### src/rtl/agu_conv_walk_if.sv
// Handshake and beat bus between a job issuer and the convolution address walker.
interface agu_conv_walk_if #(
  parameter int unsigned IDX_W  = 8,
  parameter int unsigned TRIP_W = 8,
  parameter int unsigned LIM_W  = 6
) ();
  logic              start_conv;
  logic [IDX_W-1:0]  conf_idx_cnt;
  logic [TRIP_W-1:0] conf_trip_cnt;
  logic              conf_is_new;
  logic              conf_pad_u;
  logic              conf_pad_l;
  logic [LIM_W-1:0]  conf_lim_r;
  logic [LIM_W-1:0]  conf_lim_d;
  logic              stall;
  logic              busy;
  logic              addr_vld;
  logic [IDX_W-1:0]  idx_addr;
  logic [LIM_W-1:0]  row;
  logic [LIM_W-1:0]  col;
  logic              pad;
  logic              acc_clr;
  logic              done;

  modport master (
    output start_conv, conf_idx_cnt, conf_trip_cnt, conf_is_new, conf_pad_u, conf_pad_l,
           conf_lim_r, conf_lim_d, stall,
    input  busy, addr_vld, idx_addr, row, col, pad, acc_clr, done
  );

  modport slave (
    input  start_conv, conf_idx_cnt, conf_trip_cnt, conf_is_new, conf_pad_u, conf_pad_l,
           conf_lim_r, conf_lim_d, stall,
    output busy, addr_vld, idx_addr, row, col, pad, acc_clr, done
  );
endinterface

### src/rtl/agu_conv_walk.sv
// Convolution address walker: one registered beat per unstalled cycle over the
// idx x trip loop of a job, with window row/column and padding classification.
module agu_conv_walk #(
  parameter int unsigned IDX_W  = 8,
  parameter int unsigned TRIP_W = 8,
  parameter int unsigned LIM_W  = 6
) (
  input  logic           clk,
  input  logic           rst_n,
  agu_conv_walk_if.slave bus
);

  localparam int unsigned SW = LIM_W + 2;

  typedef enum logic [1:0] {S_IDLE, S_RUN, S_FIN} state_e;

  typedef struct packed {
    logic [IDX_W-1:0]  idx_cnt;
    logic [TRIP_W-1:0] trip_cnt;
    logic              is_new;
    logic              pad_u;
    logic              pad_l;
    logic [LIM_W-1:0]  lim_r;
    logic [LIM_W-1:0]  lim_d;
  } cfg_t;

  typedef struct packed {
    logic [IDX_W-1:0] idx;
    logic [LIM_W-1:0] row;
    logic [LIM_W-1:0] col;
    logic             pad;
    logic             acc_clr;
  } beat_t;

  state_e            state_q, state_d;
  cfg_t              cfg_q, cfg_d;
  logic [IDX_W-1:0]  i_q, i_d;
  logic [TRIP_W-1:0] t_q, t_d;
  beat_t             beat_q, beat_d;
  logic              busy_q, busy_d;
  logic              vld_q, vld_d;
  logic              done_q, done_d;

  logic last_beat_c;
  logic last_trip_c;
  logic zero_job_c;

  // Beat contents for loop position (i, t); x/y go negative when a pad row/column is in front.
  function automatic beat_t beat_f(input cfg_t c, input logic [IDX_W-1:0] i,
                                   input logic [TRIP_W-1:0] t);
    logic signed [SW-1:0] x;
    logic signed [SW-1:0] y;
    beat_t                b;
    x = $signed(SW'(t >> 1)) - $signed(SW'(c.pad_l));
    y = $signed(SW'(t[0]))   - $signed(SW'(c.pad_u));
    b.idx     = i;
    b.row     = y[LIM_W-1:0];
    b.col     = x[LIM_W-1:0];
    b.pad     = x[SW-1] | y[SW-1] |
                (x > $signed(SW'(c.lim_r))) | (y > $signed(SW'(c.lim_d)));
    b.acc_clr = c.is_new & (t == '0);
    return b;
  endfunction

  assign last_trip_c = (t_q == cfg_q.trip_cnt - TRIP_W'(1));
  assign last_beat_c = last_trip_c && (i_q == cfg_q.idx_cnt - IDX_W'(1));
  assign zero_job_c  = (bus.conf_idx_cnt == '0) || (bus.conf_trip_cnt == '0);

  // State register
  always_ff @(posedge clk or negedge rst_n) begin
    if (!rst_n) state_q <= S_IDLE;
    else        state_q <= state_d;
  end

  // Next-state logic
  always_comb begin
    state_d = state_q;
    case (state_q)
      S_IDLE:  if (bus.start_conv) state_d = zero_job_c ? S_FIN : S_RUN;
      S_RUN:   if (!bus.stall && last_beat_c) state_d = S_FIN;
      S_FIN:   state_d = S_IDLE;
      default: state_d = S_IDLE;
    endcase
  end

  // Counter, config and output next values; a stalled RUN cycle holds everything.
  always_comb begin
    cfg_d  = cfg_q;
    i_d    = i_q;
    t_d    = t_q;
    beat_d = beat_q;
    busy_d = busy_q;
    vld_d  = vld_q;
    done_d = 1'b0;
    case (state_q)
      S_IDLE: begin
        busy_d = 1'b0;
        vld_d  = 1'b0;
        if (bus.start_conv) begin
          cfg_d  = '{idx_cnt: bus.conf_idx_cnt, trip_cnt: bus.conf_trip_cnt,
                     is_new: bus.conf_is_new, pad_u: bus.conf_pad_u, pad_l: bus.conf_pad_l,
                     lim_r: bus.conf_lim_r, lim_d: bus.conf_lim_d};
          i_d    = '0;
          t_d    = '0;
          busy_d = 1'b1;
          if (zero_job_c) begin
            done_d = 1'b1;
          end else begin
            vld_d  = 1'b1;
            beat_d = beat_f(cfg_d, '0, '0);
          end
        end
      end
      S_RUN: begin
        if (!bus.stall) begin
          if (last_beat_c) begin
            vld_d  = 1'b0;
            done_d = 1'b1;
          end else begin
            if (last_trip_c) begin
              t_d = '0;
              i_d = i_q + IDX_W'(1);
            end else begin
              t_d = t_q + TRIP_W'(1);
            end
            beat_d = beat_f(cfg_q, i_d, t_d);
          end
        end
      end
      S_FIN: begin
        busy_d = 1'b0;
        vld_d  = 1'b0;
      end
      default: begin
        busy_d = 1'b0;
        vld_d  = 1'b0;
      end
    endcase
  end

  always_ff @(posedge clk or negedge rst_n) begin
    if (!rst_n) begin
      cfg_q  <= '0;
      i_q    <= '0;
      t_q    <= '0;
      beat_q <= '0;
      busy_q <= 1'b0;
      vld_q  <= 1'b0;
      done_q <= 1'b0;
    end else begin
      cfg_q  <= cfg_d;
      i_q    <= i_d;
      t_q    <= t_d;
      beat_q <= beat_d;
      busy_q <= busy_d;
      vld_q  <= vld_d;
      done_q <= done_d;
    end
  end

  assign bus.busy     = busy_q;
  assign bus.addr_vld = vld_q;
  assign bus.idx_addr = beat_q.idx;
  assign bus.row      = beat_q.row;
  assign bus.col      = beat_q.col;
  assign bus.pad      = beat_q.pad;
  assign bus.acc_clr  = beat_q.acc_clr;
  assign bus.done     = done_q;

endmodule
### src/flat_wrapper.sv
// flat-port wrapper written by rule: the top's interface ports become plain ports
module agu_conv_walk_flat 
#(
  parameter int unsigned IDX_W  = 8,
  parameter int unsigned TRIP_W = 8,
  parameter int unsigned LIM_W  = 6
)
  (clk, rst_n, bus_start_conv, bus_conf_idx_cnt, bus_conf_trip_cnt, bus_conf_is_new, bus_conf_pad_u, bus_conf_pad_l, bus_conf_lim_r, bus_conf_lim_d, bus_stall, bus_busy, bus_addr_vld, bus_idx_addr, bus_row, bus_col, bus_pad, bus_acc_clr, bus_done);
  agu_conv_walk_if #(.IDX_W(IDX_W), .TRIP_W(TRIP_W), .LIM_W(LIM_W)) bus_i ();
  input  logic clk;
  input  logic rst_n;
  input wire logic [$bits(bus_i.start_conv)-1:0] bus_start_conv;
  input wire logic [$bits(bus_i.conf_idx_cnt)-1:0] bus_conf_idx_cnt;
  input wire logic [$bits(bus_i.conf_trip_cnt)-1:0] bus_conf_trip_cnt;
  input wire logic [$bits(bus_i.conf_is_new)-1:0] bus_conf_is_new;
  input wire logic [$bits(bus_i.conf_pad_u)-1:0] bus_conf_pad_u;
  input wire logic [$bits(bus_i.conf_pad_l)-1:0] bus_conf_pad_l;
  input wire logic [$bits(bus_i.conf_lim_r)-1:0] bus_conf_lim_r;
  input wire logic [$bits(bus_i.conf_lim_d)-1:0] bus_conf_lim_d;
  input wire logic [$bits(bus_i.stall)-1:0] bus_stall;
  output wire logic [$bits(bus_i.busy)-1:0] bus_busy;
  output wire logic [$bits(bus_i.addr_vld)-1:0] bus_addr_vld;
  output wire logic [$bits(bus_i.idx_addr)-1:0] bus_idx_addr;
  output wire logic [$bits(bus_i.row)-1:0] bus_row;
  output wire logic [$bits(bus_i.col)-1:0] bus_col;
  output wire logic [$bits(bus_i.pad)-1:0] bus_pad;
  output wire logic [$bits(bus_i.acc_clr)-1:0] bus_acc_clr;
  output wire logic [$bits(bus_i.done)-1:0] bus_done;
  assign bus_i.start_conv = bus_start_conv;
  assign bus_i.conf_idx_cnt = bus_conf_idx_cnt;
  assign bus_i.conf_trip_cnt = bus_conf_trip_cnt;
  assign bus_i.conf_is_new = bus_conf_is_new;
  assign bus_i.conf_pad_u = bus_conf_pad_u;
  assign bus_i.conf_pad_l = bus_conf_pad_l;
  assign bus_i.conf_lim_r = bus_conf_lim_r;
  assign bus_i.conf_lim_d = bus_conf_lim_d;
  assign bus_i.stall = bus_stall;
  assign bus_busy = bus_i.busy;
  assign bus_addr_vld = bus_i.addr_vld;
  assign bus_idx_addr = bus_i.idx_addr;
  assign bus_row = bus_i.row;
  assign bus_col = bus_i.col;
  assign bus_pad = bus_i.pad;
  assign bus_acc_clr = bus_i.acc_clr;
  assign bus_done = bus_i.done;
  agu_conv_walk #(.IDX_W(IDX_W), .TRIP_W(TRIP_W), .LIM_W(LIM_W)) u_core (.clk(clk), .rst_n(rst_n), .bus(bus_i));
endmodule
### config.mk
export PLATFORM = sky130hd
export DESIGN_NAME = agu_conv_walk_flat
export DESIGN_NICKNAME = d
export VERILOG_FILES = /design/src/rtl/agu_conv_walk_if.sv /design/src/rtl/agu_conv_walk.sv /design/src/flat_wrapper.sv
export SDC_FILE = /design/constraint.sdc
export NUM_CORES = 1
export LEC_CHECK = 0
export CAP_MARGIN = 20
export CORE_UTILIZATION = 45
export DETAILED_ROUTE_END_ITERATION = 10
export PLACE_DENSITY = 0.74
export SLEW_MARGIN = 15
export SYNTH_ARGS = -nofsm -noshare
export SYNTH_HDL_FRONTEND = slang
export SYNTH_SLANG_ARGS = --single-unit
### constraint.sdc
create_clock -name clk -period 14.4 [get_ports clk]
set_clock_uncertainty 0.1 [all_clocks]
set_input_delay 1.44 -clock clk [delete_from_list [all_inputs] [get_ports clk]]
set_output_delay 1.44 -clock clk [all_outputs]
set_load 0.02 [all_outputs]
; Word level (Yosys, flattened, before mapping)
; Cells that the tools add are included.
; W data, S select, Z words.
[totals]
output_inout_bits = 25
ff_bits = 74
latchBits = 0
input_bits = 35
ram_bits = 0
mem_bits_ro = 0
memories = 0
[op_classes]
addsub = 8
reduce_logical = 14
div = 0
n_mul = 0
n_shift = 0
magnitude_cmp = 4
eq_ne = 9
bitwise = 7
mux = 33
[op_table]
columns = cell, n
row1 = $mux W22, 4
row2 = $mux W8, 10
row3 = $pmux W22 S2, 1
row4 = $gt A8 B7 Y1, 4
row5 = $pmux W8 S2, 2
row6 = $logic_not A8 Y1, 3
row7 = $add A8 B1 Y8 const B, 2
row8 = $eq A8 B8 Y1, 2
row9 = $sub A8 B1 Y8 const B, 2
row10 = $mux W1, 9
row11 = $ne A2 B2 Y1 const B, 4
row12 = $sub A7 B1 Y8, 1
row13 = $mux W2, 3
row14 = $or A1 B1 Y1, 6
row15 = $pmux W1 S2, 3
row16 = $reduce_and A2 Y1, 3
row17 = $reduce_and A5 Y1, 1
row18 = $ne A2 B1 Y1 const B, 2
row19 = $pmux W2 S2, 1
row20 = $reduce_and A4 Y1, 1
row21 = $sub A1 B1 Y2 const A, 2
row22 = $eq A2 B1 Y1 const B, 1
row23 = $logic_and A1 B1 Y1, 2
row24 = $logic_not A2 Y1, 1
row25 = 5 further kinds, 5

; Depth between registers and ports, before layout
; Gate-level depths: netlist of the first run.
[logic_depth]
depth_word = 13
ltp_mapped = 22

; Worst setup path before layout of the first run
; No wires, ideal clock.
[synth_path]
path_kind = register to register
from = reg u_core.cfg_q[15] (netlist name)
to = reg u_core.beat_q (netlist bit u_core.bus.pad)
stages_incl_launch_ff = 20
t_arrival_ps = 4689
setup_time_ps = 131
slack_ps = 9480
required_time_ps = 14169
n_path_buf = 1
path_cell_list = dfrtp_1 -> inv_1 -> ha_1 -> nor4_1 -> a22oi_1 -> o31ai_1 -> nand2_1 -> nand2_1 -> ha_1 -> ha_1 -> clkbuf_1 -> or3b_2 -> o2111ai_1 -> or2_2 -> ha_1 -> a211oi_1 -> a21oi_1 -> or4_1 -> a221oi_1 -> o31ai_1
[synth_between]
elab_chain_cells = 13
elab_cells_between_ends = 19
cone_classes = add/sub (3) / order compare (2) / eq/ne (2) / mux (7) / bitwise (3) / reduce/logical (2)
[synth_lines]
columns = item, line
row1 = start: declaration, agu_conv_walk.sv:36  ; cfg_t cfg_q, cfg_d;
row2 = start signal: assignment, agu_conv_walk.sv:151  ; cfg_q <= cfg_d;
row3 = $sub A8 B1 Y8 (*), agu_conv_walk.sv:65  ; assign last_trip_c = (t_q == cfg_q.trip_cnt - TRIP_W'(1));
row4 = $eq A8 B8 Y1 (*), agu_conv_walk.sv:65
row5 = $mux W8, agu_conv_walk.sv:120  ; if (last_trip_c) begin
row6 = $mux W8, agu_conv_walk.sv:116  ; if (last_beat_c) begin
row7 = $mux W8, agu_conv_walk.sv:115  ; if (!bus.stall) begin
row8 = $mux W8, agu_conv_walk.sv:95  ; case (state_q)
row9 = $sub A7 B1 Y8 / $sub A1 B1 Y2 (equally long branches), "agu_conv_walk.sv:54, agu_conv_walk.sv:55"
row10 = $gt A8 B7 Y1 / $or A1 B1 Y1 (equally long branches), "agu_conv_walk.sv:60, agu_conv_walk.sv:59"
row11 = $or A1 B1 Y1, agu_conv_walk.sv:59  ; b.pad = x[SW-1] | y[SW-1] |
row12 = $or A1 B1 Y1, agu_conv_walk.sv:60  ; (x > $signed(SW'(c.lim_r))) | (y > $signed(SW'(c.lim_d)));
row13 = $mux W22, agu_conv_walk.sv:116
row14 = $mux W22, agu_conv_walk.sv:115
row15 = $pmux W22 S2, agu_conv_walk.sv:95
row16 = end signal: assignment, agu_conv_walk.sv:154  ; beat_q <= beat_d;
row17 = end: declaration, agu_conv_walk.sv:39  ; beat_t beat_q, beat_d;
; Mark *: on every way between the ends. The rest lies on a longest branch, timed or not. The select of a mux whose other input is x is not followed.
; A chain may end at the register's enable or synchronous reset.

; Final worst setup path of the first run
; Ends and elaborated chain as after synthesis.

==> qor.yml, run 1 <==
status: "finished, final reports clean"
maxCapViolCount: 0
wl_per_cell_um: 16.5
clock_path_buffers: 2
fp-row-count: 36
fmax_mhz: 175
power.density_mw_per_mm2: 183
power_leakage_nw: 2.33
die_y_um: 104
synth-edff-count: 0
grt_pass1_wl_mm: 19.3
worst_pin_slew_ns: 1.01
routabilityCongestion: 0.862
fin_tns_setup_ns: 0
synth_seq_area_share: 0.372
dp_hpwl_mm: 8.54
grtUsageTotal: 0.221
grt_max_degree: 39
via_per_inst: 5.80
cts_hold_buf: 0
period_share: 0.397
peakVddDrop_mv: 0.126
min_path_type: "register to register"
ioPinCount: 60
finalMaxSlewViolations: 0
wl_mm: 11.3
synth_area_mm2: 0.00471
io_buffer_count: 59
antenna_found_initial: 0
numCtsBuffers: 9
core_area_mm2: 0.00995
cts_resized: 0
dieArea_mm2: 0.0109
area_growth_pct: 17.8
rsz0062_at_grt: "false"
diodes: 0
endpoint_kind: "register"
crit_fanout: 11
clk_latency_ns: 0.37
drive_gt1_frac: 0.125
grt-ovfl-total: 0
setup_viol: 0
drc_errors: 0
final_hold_viol_count: 0
syn_avg_cell_area_um2: 9.44
yosysWarnings: 0
path_clk_slew_ns: 0.08
p_total_mw: 1.01
syn-num-nets: 565
ant_nets: 0
cp.required_ns: 14.54
yosys_most_used_dff: "dfrtp_1"
cts_root_buffer: "clkbuf_8"
die_w_um: 104
first_pass_iters: 4
clock-sinks: 70
ys_ff_latch: 70
syn-instance-count: 499
async_flop_share: 1.00
post_cts_buffers: 0
layout_commonest_cell: "dfrtp_1"
drtIter0Drc: 201
layout_common_cells: "dfrtp_1, clkdlybuf4s50_1, nand2_1, o21ai_0, inv_1"
synth.distinct_cells: 69
fillers: 883
worstSetupPathType: "register to register"
via_count: 3974
nets: 613
cp-start-kind: "register"
cp.arrival_ns: 5.85
slew_headroom: 0.323
htree_levels: 3
start_util: 0.473
layout_min_cycle_time_ns: 5.71
cts_tree: "yes"
grt_pass1_vias: 3927
final timing paths:
path                                       start          endpoint  slack (ns)  cells after the start
max in group asynchronous                  rst_n  u_core.cfg_q[10]       12.16                      2
worst max-delay path            u_core.cfg_q[15]    u_core.bus.pad        8.69                     18
worst min register to register   u_core.bus.busy   u_core.bus.busy        0.39                      1
min in group asynchronous                  rst_n  u_core.cfg_q[19]        1.06                      1
worst min-delay path             u_core.bus.busy   u_core.bus.busy        0.39                      1
worst max register to register  u_core.cfg_q[15]    u_core.bus.pad        8.69                     18
report_power, final:
group          switching (mW)  leakage [nW]  internal [mW]
clock                  0.0818        0.0930         0.0680
sequential             0.0791         0.861          0.268
combinational           0.271          1.38          0.246
total                   0.432          2.33          0.581
cell usage after synthesis, types with 8 or more instances:
cell	number	share of area
xor2_1	12	0.022
clkbuf_1	17	0.014
a21oi_1	12	0.013
nand3_1	18	0.019
xnor2_1	18	0.033
inv_1	32	0.026
and3_1	9	0.012
dfrtp_1	70	0.37
nor3_1	12	0.013
nor4_1	8	0.011
nor2_1	18	0.014
nand2_1	39	0.031
nand4_1	8	0.011
mux2_2	25	0.060
ha_1	31	0.082
o21ai_0	34	0.036
o2bb2ai_1	11	0.020
flip-flops by register name, summed over array words and instances (netlist names):
| signal | cells |
|---|---|
| u_core.bus.idx_addr | 8 |
| u_core.t_q | 8 |
| u_core.i_q | 8 |
| u_core.cfg_q | 31 |
| u_core.state_q | 2 |
| u_core.bus.pad | 1 |
| u_core.bus.row | 2 |
| u_core.bus.acc_clr | 1 |
| u_core.bus.col | 6 |
| u_core.bus.done | 1 |
| u_core.bus.addr_vld | 1 |
| u_core.bus.busy | 1 |
cell type report:
class / count / area (um2) / area share
clock inverters: 6 / 43.8 / 0.00789
multi-input cells: 370 / 2710 / 0.488
clock buffers: 10 / 138 / 0.0248
flip-flops and latches: 70 / 1750 / 0.316
repair buffers: 64 / 623 / 0.112
well taps: 133 / 166 / 0.0300
inverters: 32 / 120 / 0.0216
per-stage QoR:
| step | instance area (um2) | setup slack [ns] | std cells | util | hold slack (ns) |
|---|---|---|---|---|---|
| after floorplan | 4710 | 9.48 | 499 | - | 0.381 |
| after global placement | 5370 | 9.09 | 669 | 0.539 | 0.368 |
| after detailed placement | 5370 | 8.74 | 669 | 0.539 | 0.369 |
| after CTS | 5550 | 8.73 | 685 | 0.557 | 0.393 |
| after global routing | 5550 | 8.19 | 685 | 0.557 | 0.422 |
| final | 5550 | 8.69 | 685 | 0.557 | 0.389 |
kinds of logic after synthesis:
logic type	count (synthesis)	share of synthesized area
fa+ha+maj	31	0.0824
simple gates	156	0.179
mux	27	0.0640
buf+inv	59	0.0545
flops	70	0.372
xor+xnor	30	0.0558
compound gates	126	0.192
routing by layer:
metal  share of wire  track usage
met1            0.46        0.292
met2            0.47        0.351
met3           0.056       0.0620
met4           0.015       0.0633
met5               0            0
worst max-delay path, stage by stage (launching register included):
cell and delay (ns):
dfrtp_1 0.43, inv_1 0.08, ha_1 0.28, nor4_1 0.31
a22oi_1 0.18, o31ai_1 0.84, nand2_1 0.34, nand2_1 0.17
ha_1 0.29, ha_1 0.42, or3b_2 0.48, o2111ai_1 0.11
or2_2 0.15, ha_1 0.24, a211oi_1 0.25, a21oi_1 0.10
or4_1 0.47, a221oi_1 0.26, o31ai_1 0.10
No activity file was read; power rests on OpenSTA's default activity.
==> run 2, diff against run 1 <==
clock period = 5.9 ns   (was 14.4 ns; I/O delays follow)
==> run 2 against run 1 <==
Net effect: worst setup slack lost 8.0 ns; largest power group unchanged; sequential share of layout area shrank 0.25 points; first-iteration DRC count grew 19%; sequential power grew 150%; critical endpoint unchanged.
==> qor.yml, run 2 (same netlist as run 1, synthesis figures left out) <==
clk_latency_ns: 0.36  # was 0.37 ns
cts_resized: 0  # unchanged
htree_levels: 3  # unchanged
post-route-util: 0.562  # was 0.557
final_hold_viol_count: 0  # unchanged
core_area_mm2: 0.00995  # unchanged
p_total_mw: 2.56  # was 1.01 mW
worst_pin_slew_ns: 0.947  # was 1.01 ns
diodes: 0  # unchanged
endpoint_kind: "register"  # unchanged
path_cells: "inv_1, ha_1, nand2_1, or4_1, a221o_1, buf_4, nor2_2, or2_2, ha_1, a21oi_1, o311ai_0, o2111ai_1, or2_2, ha_1, a211oi_1, a21oi_1, or4_1, a221oi_1, o31ai_1"  # was inv_1, ha_1, nor4_1, a22oi_1, o31ai_1, nand2_1, nand2_1, ha_1, ha_1, or3b_2, o2111ai_1, or2_2, ha_1, a211oi_1, a21oi_1, or4_1, a221oi_1, o31ai_1
finalMaxSlewViolations: 0  # unchanged
start_util: 0.473  # unchanged
fp-row-count: 36  # unchanged
rsz0062_at_grt: "false"  # unchanged
die_y_um: 104  # unchanged
maxCapViolCount: 0  # unchanged
clock_path_buffers: 2  # unchanged
post_cts_buffers: 0  # unchanged
layout_min_cycle_time_ns: 5.22  # was 5.71 ns
numCtsBuffers: 9  # unchanged
cts_tree: "yes"  # unchanged
via_count: 4037  # was 3974
cpMostUsedCell: "ha_1"  # unchanged
worstSetupPathType: "register to register"  # unchanged
cp.arrival_ns: 5.35  # was 5.85 ns
die_w_um: 104  # unchanged
cts_root_buffer: "clkbuf_8"  # unchanged
min_path_type: "primary input to async pin"  # was register to register
cts_hold_buf: 0  # unchanged
power.density_mw_per_mm2: 457  # was 183 mW/mm2
wl_mm: 11.9  # was 11.3 mm
layout_commonest_cell: "dfrtp_1"  # unchanged
grt_max_degree: 71  # was 39
regMostFlops: "u_core.cfg_q"  # unchanged
setup_viol: 0  # unchanged
io_buffer_count: 59  # unchanged
dp_hpwl_mm: 8.70  # was 8.54 mm
power_leakage_nw: 2.35  # was 2.33 nW
clock-sinks: 70  # unchanged
crit_fanout: 13  # was 11
grtUsageTotal: 0.227  # was 0.221
slew_headroom: 0.367  # was 0.323
grt-ovfl-total: 0  # unchanged
period_share: 0.884  # was 0.397
cp.required_ns: 6.03  # was 14.54 ns
drtIter0Drc: 239  # was 201
grt_pass1_vias: 4037  # was 3927
grt_pass1_wl_mm: 20.0  # was 19.3 mm
status: "finished, final reports clean"  # unchanged
layout_common_cells: "dfrtp_1, clkdlybuf4s50_1, nand2_1, o21ai_0, inv_1"  # unchanged
multiInputGateArea_mm2: 0.00271  # unchanged
ioPinCount: 60  # unchanged
via_per_inst: 5.87  # was 5.80
routabilityCongestion: 0.922  # was 0.862
ant_nets: 0  # unchanged
path_clk_slew_ns: 0.09  # was 0.08 ns
fmax_mhz: 192  # was 175 MHz
area_growth_pct: 18.8  # was 17.8%
rr_worst_depth: 19  # was 18
largest_reg_flops: 31  # unchanged
slowest_stage: "or4_1"  # was o31ai_1
drc_errors: 0  # unchanged
seqCellArea_mm2: 0.00175  # unchanged
fin_tns_setup_ns: 0  # unchanged
cp-start-kind: "register"  # unchanged
fillers: 875  # was 883
nets: 616  # was 613
first_pass_iters: 4  # unchanged
drive_gt1_frac: 0.130  # was 0.125
antenna_found_initial: 0  # unchanged
wl_per_cell_um: 17.2  # was 16.5 um
slowest_delay_ns: 0.48  # was 0.84 ns
peakVddDrop_mv: 0.249  # was 0.126 mV
dieArea_mm2: 0.0109  # unchanged
==> run 2: cell types whose count changed in the layout (fill, tap and decap cells not counted), sizes merged <==
cell      change
clkinvlp      +1
clkinv        -1
bufinv        +1
buf           +3
clkbuf        -1
==> run 2: layout make-up <==
type                       instances  share of cell area
sequential                        70               0.313
clock buffer                       9              0.0221
timing repair buffer              67               0.115
clock inverter                     7              0.0143
multi-input combinational        370               0.484
tap                              133              0.0297
inverter                          32              0.0215
==> run 2: final timing paths <==
check / endpoint / startpoint / slack [ns]
max in group asynchronous: u_core.bus.idx_addr[6] / rst_n / 4.79
min in group clk: u_core.bus.idx_addr[6] / u_core.bus.idx_addr[6] / 0.39
worst max register to register: u_core.bus.pad / u_core.cfg_q[15] / 0.68
worst max-delay path: u_core.bus.pad / u_core.cfg_q[15] / 0.68
worst min register to register: u_core.bus.idx_addr[6] / u_core.bus.idx_addr[6] / 0.39
worst min-delay path: u_core.t_q[0] / rst_n / 0.32
==> run 2: power by group <==
part           switching (mW)  total (mW)  internal (mW)
combinational           0.682        1.29          0.607
clock                   0.212       0.412          0.200
sequential              0.202       0.856          0.653
==> run 2: routing by layer <==
metal | up-vias | GRT usage | wire length [um]
met5 | - | 0 | 0
met4 | 0 | 0.0582 | 181
li1 | 1925 | - | -
met1 | 1986 | 0.300 | 5400
met2 | 111 | 0.379 | 5760
met3 | 15 | 0.0445 | 515
==> run 2: per-stage QoR <==
step	hold slack (ns)	instances	area [um2]	worst slack (ns)
floorplan	0.194	499	4710	0.980
global placement	0.373	671	5380	0.965
detailed placement	0.373	671	5380	0.737
CTS	0.374	687	5590	0.719
global route	0.418	688	5590	0.334
finish	0.316	688	5590	0.684
==> run 2: critical path: cells and delay by family (launching register included) <==
kind | cells | cell delay [ns]
adder cells (fa/ha/maj) | 3 | 0.95
flip-flops | 1 | 0.44
AND/OR/NAND/NOR | 6 | 1.90
buffers and inverters | 2 | 0.28
AO/OA/AOI/OAI | 8 | 1.42
